<file path="config.mk">
export PLATFORM = sky130hd
export DESIGN_NAME = mouse_transmitter
export DESIGN_NICKNAME = d
export VERILOG_FILES = /design/src/rtl/mouse_transmitter.sv
export SDC_FILE = /design/constraint.sdc
export NUM_CORES = 1
export LEC_CHECK = 0
export BUFFER_PORTS_ARGS = -buffer_cell sky130_fd_sc_hd__buf_2
export CORE_ASPECT_RATIO = 1.75
export CORE_MARGIN = 2
export CORE_UTILIZATION = 59
export DETAILED_ROUTE_END_ITERATION = 16
export PLACE_DENSITY = 0.79
export SETUP_SLACK_MARGIN = 0.2
export SLEW_MARGIN = 20
export SYNTH_ARGS = -nofsm -noshare
export SYNTH_HDL_FRONTEND = slang
export SYNTH_SLANG_ARGS = --single-unit
export TNS_END_PERCENT = 100
</file>
<file path="constraint.sdc">
create_clock -name CLK -period 3 [get_ports CLK]
set_input_delay 0.45 -clock CLK [delete_from_list [all_inputs] [get_ports CLK]]
set_output_delay 0.45 -clock CLK [all_outputs]
set_load 0.01 [all_outputs]
</file>
<file path="src/rtl/mouse_transmitter.sv">
`default_nettype none
`timescale 1ns/1ps
// ============================================================================
// Module   : mouse_transmitter
// Purpose  : PS/2 host-to-device transmitter. Sends one command byte to the
//            mouse over open-drain clock/data lines (drive low or release).
// Revision : 1.0 - initial release
// ============================================================================
module mouse_transmitter #(
  parameter int INHIBIT_CYCLES  = 6000,
  parameter int REQ_HOLD_CYCLES = 50,
  parameter int TIMEOUT_CYCLES  = 750000
) (
  input  logic       CLK,
  input  logic       RESET,
  input  logic       SEND_BYTE,
  input  logic [7:0] BYTE_TO_SEND,
  input  logic       CLK_MOUSE_IN,
  input  logic       DATA_MOUSE_IN,
  output logic       CLK_MOUSE_OUT_EN,
  output logic       DATA_MOUSE_OUT_EN,
  output logic       BUSY,
  output logic       BYTE_SENT,
  output logic [1:0] BYTE_ERROR_CODE
);

  // One shared counter serves the inhibit, request and timeout phases.
  localparam int MAX_A   = (INHIBIT_CYCLES > REQ_HOLD_CYCLES) ? INHIBIT_CYCLES : REQ_HOLD_CYCLES;
  localparam int MAX_CNT = (MAX_A > TIMEOUT_CYCLES) ? MAX_A : TIMEOUT_CYCLES;
  localparam int CNT_W   = $clog2(MAX_CNT + 1);

  localparam logic [CNT_W-1:0] INHIBIT_LAST = CNT_W'(INHIBIT_CYCLES - 1);
  localparam logic [CNT_W-1:0] REQ_LAST     = CNT_W'(REQ_HOLD_CYCLES - 1);
  localparam logic [CNT_W-1:0] TIMEOUT_LAST = CNT_W'(TIMEOUT_CYCLES - 1);

  localparam logic [2:0] ST_IDLE      = 3'd0;
  localparam logic [2:0] ST_INHIBIT   = 3'd1;
  localparam logic [2:0] ST_REQUEST   = 3'd2;
  localparam logic [2:0] ST_SHIFT     = 3'd3;
  localparam logic [2:0] ST_WAIT_ACK  = 3'd4;
  localparam logic [2:0] ST_WAIT_IDLE = 3'd5;
  localparam logic [2:0] ST_DONE      = 3'd6;

  logic [2:0]       state;
  logic [2:0]       state_next;
  logic [CNT_W-1:0] cnt;
  logic [3:0]       bit_cnt;
  logic [9:0]       frame;
  logic             data_drive;
  logic [1:0]       err_code;

  logic clk_meta, clk_sync, clk_prev;
  logic data_meta, data_sync;
  logic clk_fall, clk_edge;
  logic watching, timeout;

  // Two-flop synchronisers plus one history flop for edge detection.
  // Reset to 1 (idle bus level) so release of reset creates no false edge.
  always_ff @(posedge CLK or negedge RESET) begin
    if (!RESET) begin
      clk_meta  <= 1'b1;
      clk_sync  <= 1'b1;
      clk_prev  <= 1'b1;
      data_meta <= 1'b1;
      data_sync <= 1'b1;
    end else begin
      clk_meta  <= CLK_MOUSE_IN;
      clk_sync  <= clk_meta;
      clk_prev  <= clk_sync;
      data_meta <= DATA_MOUSE_IN;
      data_sync <= data_meta;
    end
  end

  assign clk_fall = clk_prev & ~clk_sync;
  assign clk_edge = clk_prev ^ clk_sync;
  assign watching = (state == ST_SHIFT) || (state == ST_WAIT_ACK) || (state == ST_WAIT_IDLE);
  // A timeout only fires when no mouse clock edge arrives in this cycle.
  assign timeout  = watching && !clk_edge && (cnt == TIMEOUT_LAST);

  // State register.
  always_ff @(posedge CLK or negedge RESET) begin
    if (!RESET) begin
      state <= ST_IDLE;
    end else begin
      state <= state_next;
    end
  end

  // Next-state logic.
  always_comb begin
    state_next = state;
    case (state)
      ST_IDLE:      if (SEND_BYTE) state_next = ST_INHIBIT;
      ST_INHIBIT:   if (cnt == INHIBIT_LAST) state_next = ST_REQUEST;
      ST_REQUEST:   if (cnt == REQ_LAST) state_next = ST_SHIFT;
      ST_SHIFT: begin
        if (timeout) state_next = ST_DONE;
        else if (clk_fall && (bit_cnt == 4'd9)) state_next = ST_WAIT_ACK;
      end
      ST_WAIT_ACK: begin
        if (timeout) state_next = ST_DONE;
        else if (clk_fall) state_next = ST_WAIT_IDLE;
      end
      ST_WAIT_IDLE: begin
        if (timeout) state_next = ST_DONE;
        else if (clk_sync && data_sync) state_next = ST_WAIT_IDLE == state ? ST_DONE : state;
      end
      ST_DONE:      state_next = ST_IDLE;
      default:      state_next = ST_IDLE;
    endcase
  end

  // Datapath: phase counter, frame shifter, data-line drive and result code.
  always_ff @(posedge CLK or negedge RESET) begin
    if (!RESET) begin
      cnt        <= '0;
      bit_cnt    <= 4'd0;
      frame      <= 10'd0;
      data_drive <= 1'b0;
      err_code   <= 2'b00;
    end else begin
      if (state_next != state) begin
        cnt <= '0;
      end else if (watching && clk_edge) begin
        cnt <= '0;
      end else if (state != ST_IDLE && state != ST_DONE) begin
        cnt <= cnt + CNT_W'(1);
      end

      if (state == ST_IDLE && SEND_BYTE) begin
        frame    <= {1'b1, ~^BYTE_TO_SEND, BYTE_TO_SEND};
        bit_cnt  <= 4'd0;
        err_code <= 2'b00;
      end

      // Start bit keeps the data line low until the first falling edge.
      if (state == ST_REQUEST) begin
        data_drive <= 1'b1;
      end

      // Present the next bit right after a falling edge so it is stable
      // while the mouse clock is high.
      if (state == ST_SHIFT && clk_fall) begin
        data_drive <= ~frame[0];
        frame      <= {1'b0, frame[9:1]};
        bit_cnt    <= bit_cnt + 4'd1;
      end

      if (state == ST_WAIT_ACK && clk_fall) begin
        err_code <= data_sync ? 2'b01 : 2'b00;
      end

      if (timeout) begin
        err_code <= 2'b10;
      end
    end
  end

  // Output decode from the current state.
  always_comb begin
    CLK_MOUSE_OUT_EN  = 1'b0;
    DATA_MOUSE_OUT_EN = 1'b0;
    BUSY              = 1'b0;
    BYTE_SENT         = 1'b0;
    case (state)
      ST_INHIBIT: begin
        CLK_MOUSE_OUT_EN = 1'b1;
        BUSY             = 1'b1;
      end
      ST_REQUEST: begin
        CLK_MOUSE_OUT_EN  = 1'b1;
        DATA_MOUSE_OUT_EN = 1'b1;
        BUSY              = 1'b1;
      end
      ST_SHIFT: begin
        DATA_MOUSE_OUT_EN = data_drive;
        BUSY              = 1'b1;
      end
      ST_WAIT_ACK:  BUSY = 1'b1;
      ST_WAIT_IDLE: BUSY = 1'b1;
      ST_DONE:      BYTE_SENT = 1'b1;
      default: begin
        BUSY = 1'b0;
      end
    endcase
  end

  assign BYTE_ERROR_CODE = err_code;

endmodule
`default_nettype wire
</file>
==> run_results.csv, run 1 <==
group,metric,value,unit
worst_setup_path,cpPeakStageDelay,0.53,ns
place,finalWeightedCongestion,0.904,
detailed_routing,ant_nets,0,
sta,final.min_clock_period,2.62,ns
min_path,min_path_cells,1,
worst_setup_path,crit_chain,"ha_1, and4b_1, a21oi_1, a41o_1, o31ai_1, o2111ai_1, buf_4, nor2_1",
synth,avgSynthCellArea,9.45,µm²
floorplan,die_w,52.0,µm
synth,synth_fp_nets,270,
worst_setup_path,worstSetupPathDepth,8,
pwr,power.leakage,1.23,nW
worst_setup_path,required,3.23,ns
clocking,cts_buffer_depth,2,
clocking,cts_tree,"built",
clocking,cts-htree-levels,2,
synth,synth_edf_count,0,
run,cap_violations,0,
clocking,root_buffer,"clkbuf_8",
detailed_routing,via_per_inst,5.90,
pwr,p_per_area,430,mW/mm²
pwr,p_comb_share,4.0,%
synth,ys_seq_area_share,47.5,%
floorplan,core,0.00387,mm²
synth,synth_area,0.00238,mm²
worst_setup_path,end_kind,"flop",
layout,instances_no_fill,320,
layout,fin_area,0.00262,mm²
detailed_routing,vias,1889,
layout,nets,289,
clocking,cts_buffers,5,
sta,finalHoldViolCount,0,
layout,fillCellCount,329,
worst_setup_path,critPathArrivalTime,2.85,ns
detailed_routing,drt_iter0_markers,49,
status,status,"finished, final reports clean",
pwr,seqPwrFrac,54.5,%
global_routing,grt_pass1_vias,1919,
clocking,clk_latency,0.30,ns
detailed_routing,drcViolationCount,0,
place,port_buffers,18,
worst_setup_path,crit_buf_inv,1,
detailed_routing,wirelength,5100,µm
floorplan,die_area,0.00458,mm²
sta,finalMaxSlewViolations,0,
sta,setup_slack,0.379,ns
sta,setup_tns,0,ns
place,dp.cells,312,
worst_setup_path,path_max_fanout,15,
pwr,p_sw,0.000226,W
sta,worst_pin_slew,0.972,ns
synth,ys_async_sr_fraction,100,%
global_routing,antenna_found_initial,0,
sta,period_share,87.4,%
detailed_routing,wire_per_inst,15.9,µm
pwr,ir_drop,301,µV
synth,yosys_warnings,0,
clocking,hold_buffers,0,
sta,slew_headroom,35.2,%
clocking,postCtsSetupBuffers,0,
detailed_routing,dr.pass1.iters,4,
floorplan,rows,30,
global_routing,grtUsageTotal,25.2,%
worst_setup_path,critPathTopFamily,"compound AO/OA/AOI/OAI gates",
layout,post-route-util,67.8,%
clocking,clk_pin_slew,0.08,ns
sta,rsz0062_at_grt,"false",
pwr,p_sw_share,20.0,%
min_path,hold_path.class,"in2reg",
place,dp_slack,0.431,ns
sta,fmax,381,MHz
synth,synth_seq_cells,45,
synth,ys.flop_type,"dfrtp_1",
global_routing,overflow,0,
pwr,p_int,0.000902,W
sta,skew,0.00921,ns
floorplan,ios,19,
worst_setup_path,crit_slowest_cell,"dfstp_2",
sta,finalSetupViolCount,0,
clocking,cts_sinks,45,
global_routing,grt_pass1_wl,8570,µm
floorplan,die_h,88.1,µm
layout,antenna_cells,0,
synth,syn_inst,252,
worst_setup_path,startpoint_type,"flop",
floorplan,start_util,61.6,%
global_routing,grt_max_degree,46,
synth,yosysUniqueCellTypes,41,
clocking,cts-resized-gates,0,
worst_setup_path,rr_worst_depth,8,
layout,area_growth_syn_to_layout,10.1,%
pwr,clkPwrFrac,41.5,%
place,placed_cell_area,0.00251,mm²
place,dp_hpwl,3730,µm
worst_setup_path,path_class,"reg2reg",
layout,drive_gt1_share,13.6,%
## flip-flops by register name, summed over array words and instances (netlist names)
name             count
state                3
frame               10
BYTE_ERROR_CODE      2
data_meta            1
data_drive           1
bit_cnt              4
data_sync            1
clk_prev             1
cnt                 20
clk_meta             1
clk_sync             1
## routing by layer
metal,vias up,routed length [µm],track usage (%),part of all wire [%]
li1,915,-,-,-
met1,915,1920,27.4,38
met2,42,2810,45.8,55
met3,17,171,4.61,3.4
met4,0,197,11.7,3.9
met5,-,0,0,0
## metrics by stage
step / hold WS, ns / power, W
3_3_place_gp: 0.346 / 0.000670
5_1_grt: 0.250 / 0.00117
2_1_floorplan: 0.154 / 0.000644
4_1_cts: 0.252 / 0.00114
6_report: 0.252 / 0.00113
3_5_place_dp: 0.347 / 0.000672
## cell type report
cell class,instances,area (µm²),area share (%)
Clock buffer,7,86.3,3.29
Clock inverter,1,30.0,1.15
Inverter,7,26.3,1.00
Multi-Input combinational cell,193,1190,45.4
Sequential cell,45,1130,43.2
Tap cell,48,60.1,2.29
Timing Repair Buffer,19,97.6,3.72
## placed cells by master, fill, tap and decap left out, types with 2 or more instances in the layout
| cell type | count |
|---|---|
| and4b_1 | 2 |
| o2111ai_1 | 2 |
| o31ai_1 | 2 |
| nor3_1 | 6 |
| nor2b_1 | 2 |
| and2_1 | 2 |
| xor2_1 | 16 |
| a21oi_1 | 7 |
| nor4_1 | 5 |
| ha_1 | 5 |
| o21a_1 | 2 |
| dfstp_2 | 5 |
| nand3_1 | 14 |
| nand4_1 | 6 |
| nand2_1 | 36 |
| xnor2_1 | 12 |
| o21ai_0 | 9 |
| nor2_1 | 32 |
| buf_2 | 18 |
| and3_1 | 5 |
| inv_1 | 7 |
| clkbuf_8 | 6 |
| a22oi_1 | 10 |
| nand2b_1 | 3 |
| dfrtp_1 | 40 |
## logic make-up after synthesis
family / count (synthesis) / synth area share (%)
AOI/OAI and AO/OA: 38 / 10.8
xor gates and xnor gates: 28 / 10.3
adders and majority gates: 5 / 2.63
buffers and inverters: 14 / 2.52
DFF: 45 / 47.5
and+or+nand+nor: 122 / 26.2
## power by group through the flow
stage               combinational (W)  sequential (W)  clock [W]
finish                      0.0000449        0.000614   0.000469
global route                0.0000504        0.000615   0.000500
CTS                         0.0000466        0.000614   0.000475
detailed placement          0.0000463        0.000626          0
global placement            0.0000443        0.000626          0
floorplan                   0.0000189        0.000625          0
## synth_stat cells (all sizes together), types with 3 or more instances
cell / n / area (µm²)
nand2: 37 / 141
dfstp: 5 / 131
nand3: 14 / 70.1
xnor2: 12 / 105
a22oi: 10 / 75.1
and3: 5 / 31.3
a21oi: 7 / 35.0
o21ai: 9 / 45.0
xor2: 16 / 140
nand4: 6 / 37.5
inv: 7 / 26.3
buf: 4 / 22.5
nor4: 7 / 65.1
nor3: 6 / 30.0
dfrtp: 40 / 1000
clkbuf: 3 / 11.3
ha: 5 / 62.6
nor2: 32 / 120
nand2b: 3 / 18.8
## worst paths after layout
check	start	to	slack, ns
min in group asynchronous	RESET	frame[1]	0.30
max	clk_prev	cnt[11]	0.38
min reg2reg	data_meta	data_sync	0.35
min	DATA_MOUSE_IN	data_meta	0.25
max in group asynchronous	RESET	cnt[8]	2.09
max reg2reg	clk_prev	cnt[11]	0.38
Power figures use the tool's default switching activity.
==> run 2: changes to the inputs <==
--- a/config.mk
+++ b/config.mk
@@ -8,9 +8,9 @@
 export BUFFER_PORTS_ARGS = -buffer_cell sky130_fd_sc_hd__buf_2
 export CORE_ASPECT_RATIO = 1.75
 export CORE_MARGIN = 2
-export CORE_UTILIZATION = 59
+export CORE_UTILIZATION = 64
 export DETAILED_ROUTE_END_ITERATION = 16
-export PLACE_DENSITY = 0.79
+export PLACE_DENSITY = 0.84
 export SETUP_SLACK_MARGIN = 0.2
 export SLEW_MARGIN = 20
 export SYNTH_ARGS = -nofsm -noshare
==> constraint.sdc (replaced) <==
create_clock -name CLK -period 3.4 [get_ports CLK]
set_input_delay 0.51 -clock CLK [delete_from_list [all_inputs] [get_ports CLK]]
set_output_delay 0.51 -clock CLK [all_outputs]
set_load 0.01 [all_outputs]
==> run 2 against run 1 <==
- wire length up 1.4%
- die area down 7.3%
- first-iteration DRC count up 33%
- largest power group unchanged
- critical path type unchanged
==> run_results.csv, run 2 (synthesis gave the netlist of run 1 again) <==
group,metric,value,unit
global_routing,antenna_found_initial,0,
global_routing,grtUsageTotal,26.9,%
floorplan,die_w,50.1,µm
worst_setup_path,crit_chain,"inv_1, ha_1, and4b_1, or3b_2, o21ai_0, o2111ai_1, buf_4, a211oi_2",
sta,finalSetupViolCount,0,
detailed_routing,drt_iter0_markers,65,
clocking,clk_latency,0.30,ns
layout,final_common_cell,"dfrtp_1",
place,finalWeightedCongestion,0.988,
sta,fmax,357,MHz
sta,finalMaxSlewViolations,0,
pwr,p_sw,0.000196,W
worst_setup_path,cp-startpoint,"clk_sync",
pwr,p_per_area,372,mW/mm²
detailed_routing,drcViolationCount,0,
sta,period_share,82.3,%
worst_setup_path,critPathArrivalTime,3.01,ns
worst_setup_path,crit_slowest_cell,"dfstp_2",
clocking,clk_pin_slew,0.08,ns
floorplan,die_h,84.7,µm
layout,instances_no_fill,318,
worst_setup_path,reg2reg_from,"clk_sync",
clocking,root_buffer,"clkbuf_8",
pwr,p_comb_share,4.0,%
pwr,p_int,0.000774,W
floorplan,core,0.00359,mm²
worst_setup_path,startpoint_type,"flop",
layout,top_regs,"cnt: 20 flops, frame: 10 flops, bit_cnt: 4 flops",
detailed_routing,dr.pass1.iters,4,
pwr,seqPwrFrac,55.9,%
sta,worst_pin_slew,0.970,ns
sta,final.min_clock_period,2.80,ns
detailed_routing,via_per_inst,6.11,
floorplan,rows,29,
global_routing,overflow,0,
worst_setup_path,rr_worst_depth,8,
clocking,cts-htree-levels,2,
worst_setup_path,path_max_fanout,11,
floorplan,die_area,0.00425,mm²
status,status,"finished, final reports clean",
sta,rsz0062_at_grt,"false",
global_routing,grt_max_degree,46,
run,cap_violations,0,
worst_setup_path,crit_end,"cnt[1]",
clocking,cts_buffers,5,
layout,nets,289,
layout,antenna_cells,0,
worst_setup_path,reg2reg_to,"cnt[1]",
sta,hold_ws,0.307,ns
pwr,p_total,0.000971,W
worst_setup_path,required,3.61,ns
worst_setup_path,cpPeakStageDelay,0.56,ns
detailed_routing,ant_nets,0,
clocking,cts-resized-gates,0,
detailed_routing,wire_per_inst,16.2,µm
clocking,hold_buffers,0,
global_routing,grt_pass1_vias,1966,
sta,slew_headroom,35.4,%
detailed_routing,wirelength,5170,µm
layout,drive_gt1_share,13.6,%
min_path,hold_path.class,"in2reg",
layout,fillCellCount,274,
pwr,power.leakage,1.22,nW
clocking,cts_tree,"built",
layout,area_growth_syn_to_layout,9.61,%
floorplan,start_util,66.3,%
pwr,p_sw_share,20.2,%
place,dp_hpwl,3790,µm
layout,mostFrequentLayoutCells,"dfrtp_1 (40), nand2_1 (36), nor2_1 (32)",
worst_setup_path,reg2reg_slack,0.60,ns
layout,largest_reg_flops,20,
place,port_buffers,18,
floorplan,ios,19,
sta,finalHoldViolCount,0,
worst_setup_path,path_class,"reg2reg",
worst_setup_path,end_kind,"flop",
pwr,ir_drop,477,µV
clocking,cts_buffer_depth,2,
layout,top_register,"cnt",
detailed_routing,vias,1944,
clocking,postCtsSetupBuffers,0,
place,dp.cells,310,
sta,setup_tns,0,ns
layout,post-route-util,72.7,%
clocking,cts_sinks,45,
sta,skew,0.00992,ns
global_routing,grt_pass1_wl,8570,µm
pwr,clkPwrFrac,40.2,%
[run 2: changes by cell type in the layout (fill, tap and decap cells not counted)]
cell	change
clkbuf_8	-1
clkinv_2	+1
[run 2: stage by stage]
stage / setup slack (ns) / instance area, µm²
after floorplan: 1.30 / 2380
after global placement: 0.762 / 2500
after detailed placement: 0.658 / 2500
after CTS: 0.639 / 2610
after global routing: 0.427 / 2610
final: 0.602 / 2610
[run 2: layout make-up]
cell class	instances	area [µm²]	share of cell area, %
inverters	7	26.3	1.01
clock buffers	6	72.6	2.78
flip-flops and latches	45	1130	43.4
clock inverters	2	35.0	1.34
repair buffers	19	97.6	3.74
well taps	46	57.6	2.20
multi-input cells	193	1190	45.6
[run 2: power groups by stage]
stage / Combinational [W] / Sequential, W / Clock (W)
after floorplan: 0.0000167 / 0.000552 / 0
after global placement: 0.0000388 / 0.000552 / 0
after detailed placement: 0.0000397 / 0.000552 / 0
after CTS: 0.0000399 / 0.000542 / 0.000400
after global routing: 0.0000436 / 0.000542 / 0.000421
final: 0.0000385 / 0.000542 / 0.000390
[run 2: critical path: cells and delay by family (launching register included)]
kind                     cells  cell delay, ns
buffers and inverters        2            0.39
AO/OA/AOI/OAI                3            0.86
AND/OR/NAND/NOR              2            0.68
flip-flops                   1            0.56
adder cells (fa/ha/maj)      1            0.22
[run 2: worst min-delay path by stage]
stage                              from            endpoint  slack, ns  cells past startpoint
after floorplan                   RESET  BYTE_ERROR_CODE[0]       0.21                      0
after global placement        data_meta           data_sync       0.35                      0
after detailed placement      data_meta           data_sync       0.36                      0
after CTS                  CLK_MOUSE_IN            clk_meta       0.30                      1
after global routing      DATA_MOUSE_IN           data_meta       0.30                      1
final                      CLK_MOUSE_IN            clk_meta       0.31                      1
[run 2: per-layer routing]
metal  global-route usage (%)  wire, µm  vias to the layer above
met2                     47.7      2840                       59
met3                     5.69       211                       26
met4                     18.7       276                        0
met1                     26.7      1840                      943
met5                        0         0                        -
li1                         -         -                      916
==> run 3: changes to the inputs <==
--- a/config.mk
+++ b/config.mk
@@ -8,9 +8,9 @@
 export BUFFER_PORTS_ARGS = -buffer_cell sky130_fd_sc_hd__buf_2
 export CORE_ASPECT_RATIO = 1.75
 export CORE_MARGIN = 2
-export CORE_UTILIZATION = 64
+export CORE_UTILIZATION = 59
 export DETAILED_ROUTE_END_ITERATION = 16
-export PLACE_DENSITY = 0.84
+export PLACE_DENSITY = 0.79
 export SETUP_SLACK_MARGIN = 0.2
 export SLEW_MARGIN = 20
 export SYNTH_ARGS = -nofsm -noshare
==> constraint.sdc (replaced) <==
create_clock -name CLK -period 2.71 [get_ports CLK]
set_input_delay 0.4065 -clock CLK [delete_from_list [all_inputs] [get_ports CLK]]
set_output_delay 0.4065 -clock CLK [all_outputs]
set_load 0.01 [all_outputs]
==> run 3 against run 2 <==
- clock-buffer cell count rose by 1
- setup slack worse by 0.31 ns
- hold slack got worse by 0.10 ns
- cell count increased by 1.9%
- sequential power is 25% higher
- die area up 7.9%
- global-route usage is 2.2 points lower
- via count decreased by 0.67%
- combinational power up 27%
- final area increased by 1.5%
- first-iteration DRC count grew 1.5%
- utilization fell by 4.1 points
- critical path type unchanged
- critical endpoint unchanged
==> run_results.csv, run 3 (synthesis gave the netlist of run 1 again) <==
group,metric,value,unit
worst_setup_path,crit_slowest_cell,"dfstp_2",
layout,top_regs,"cnt: 20 flops, frame: 10 flops, bit_cnt: 4 flops",
sta,skew,0.00959,ns
detailed_routing,via_per_inst,5.96,
layout,multi_input_area,0.00120,mm²
floorplan,die_area,0.00458,mm²
sta,period_share,89.3,%
worst_setup_path,end_kind,"flop",
sta,setup_tns,0,ns
layout,drive_gt1_share,16.3,%
run,cap_violations,0,
status,status,"finished, final reports clean",
place,dp_hpwl,3660,µm
clocking,cts_tree,"built",
detailed_routing,wire_per_inst,15.6,µm
layout,final_common_cell,"dfrtp_1",
pwr,p_per_area,444,mW/mm²
place,dp_slack,0.396,ns
worst_setup_path,startpoint_type,"flop",
global_routing,grt_max_degree,46,
sta,setup_slack,0.290,ns
sta,finalHoldViolCount,0,
layout,antenna_cells,0,
pwr,p_total,0.00118,W
detailed_routing,vias,1931,
clocking,clk_latency,0.30,ns
clocking,cts_buffers,5,
detailed_routing,drcViolationCount,0,
floorplan,die_w,52.0,µm
clocking,root_buffer,"clkbuf_8",
worst_setup_path,path_class,"reg2reg",
pwr,ir_drop,382,µV
clocking,cts-htree-levels,2,
sta,worst_pin_slew,0.971,ns
sta,slew_headroom,35.3,%
global_routing,overflow,0,
worst_setup_path,reg2reg_slack,0.29,ns
global_routing,antenna_found_initial,0,
global_routing,grt_pass1_vias,1915,
clocking,cts_sinks,45,
clocking,cts-resized-gates,0,
sta,hold_ws,0.207,ns
detailed_routing,drt_iter0_markers,66,
global_routing,grt_pass1_wl,8380,µm
worst_setup_path,crit_chain,"ha_1, and4b_1, a21oi_1, a41o_1, o31ai_2, o2111ai_1, buf_4, a211oi_2",
layout,top_register,"cnt",
worst_setup_path,rr_worst_depth,8,
detailed_routing,wirelength,5060,µm
sta,finalSetupViolCount,0,
sta,rsz0062_at_grt,"true",
floorplan,ios,19,
worst_setup_path,reg2reg_from,"clk_prev",
worst_setup_path,path_max_fanout,20,
place,finalWeightedCongestion,0.910,
min_path,min-delay-start,"DATA_MOUSE_IN",
min_path,hold_path.class,"in2reg",
floorplan,die_h,88.1,µm
detailed_routing,ant_nets,0,
floorplan,rows,30,
worst_setup_path,critPathArrivalTime,2.63,ns
layout,seq_area,0.00113,mm²
clocking,hold_buffers,0,
layout,largest_reg_flops,20,
clocking,clk_pin_slew,0.09,ns
layout,fin_area,0.00265,mm²
sta,fmax,413,MHz
floorplan,start_util,61.6,%
layout,fillCellCount,320,
global_routing,grtUsageTotal,24.6,%
layout,area_growth_syn_to_layout,11.3,%
sta,final.min_clock_period,2.42,ns
sta,finalMaxSlewViolations,0,
pwr,power.leakage,1.24,nW
worst_setup_path,required,2.92,ns
clocking,postCtsSetupBuffers,0,
layout,nets,293,
place,placed_cell_area,0.00254,mm²
floorplan,core,0.00387,mm²
min_path,min_path_cells,1,
worst_setup_path,reg2reg_to,"cnt[1]",
detailed_routing,dr.pass1.iters,6,
worst_setup_path,cpPeakStageDelay,0.53,ns
min_path,holdPathEnd,"data_meta",
place,port_buffers,18,
layout,mostFrequentLayoutCells,"dfrtp_1 (40), nand2_1 (36), nor2_1 (32)",
clocking,cts_buffer_depth,2,
==> run 3: layout make-up <==
type	count	area share, %
inverters	7	0.991
multi-input cells	193	45.4
repair buffers	23	4.81
well taps	48	2.27
flip-flops and latches	45	42.7
clock buffers	7	3.63
clock inverters	1	0.189
==> run 3: metal layers <==
metal	vias to the layer above	routed length [µm]	global-route usage, %
met4	0	102	10.5
met1	943	1890	25.0
met5	-	0	0
met2	51	2860	47.3
li1	927	-	-
met3	10	204	4.10
==> run 3: through the flow <==
step	util, %	cells
6_report	68.6	324
5_1_grt	68.6	324
4_1_cts	68.2	324
3_5_place_dp	65.6	316
3_3_place_gp	65.6	316
2_1_floorplan	-	252
==> run 3: how the worst max path moves through the flow <==
stage | slack, ns | cells past startpoint | endpoint | start
global route | 0.07 | 8 | cnt[1] | clk_sync
floorplan | 0.61 | 8 | cnt[1] | clk_sync
finish | 0.29 | 8 | cnt[1] | clk_prev
detailed placement | 0.40 | 8 | cnt[1] | clk_sync
CTS | 0.28 | 8 | cnt[1] | clk_prev
global placement | 0.37 | 8 | cnt[1] | clk_prev
==> run 3: worst max-delay path: cells and delay by family, from the launching register on <==
| kind | cells | cell delay [ns] |
|---|---|---|
| compound gates | 5 | 1.06 |
| simple gates | 1 | 0.29 |
| flops | 1 | 0.53 |
| buf+inv | 1 | 0.25 |
| fa+ha+maj | 1 | 0.20 |
==> run 3: power by group <==
group | total, W | internal, W | switching [W]
Combinational | 0.0000489 | 0.0000201 | 0.0000288
Sequential | 0.000680 | 0.000678 | 0.00000232
Clock | 0.000448 | 0.000230 | 0.000217
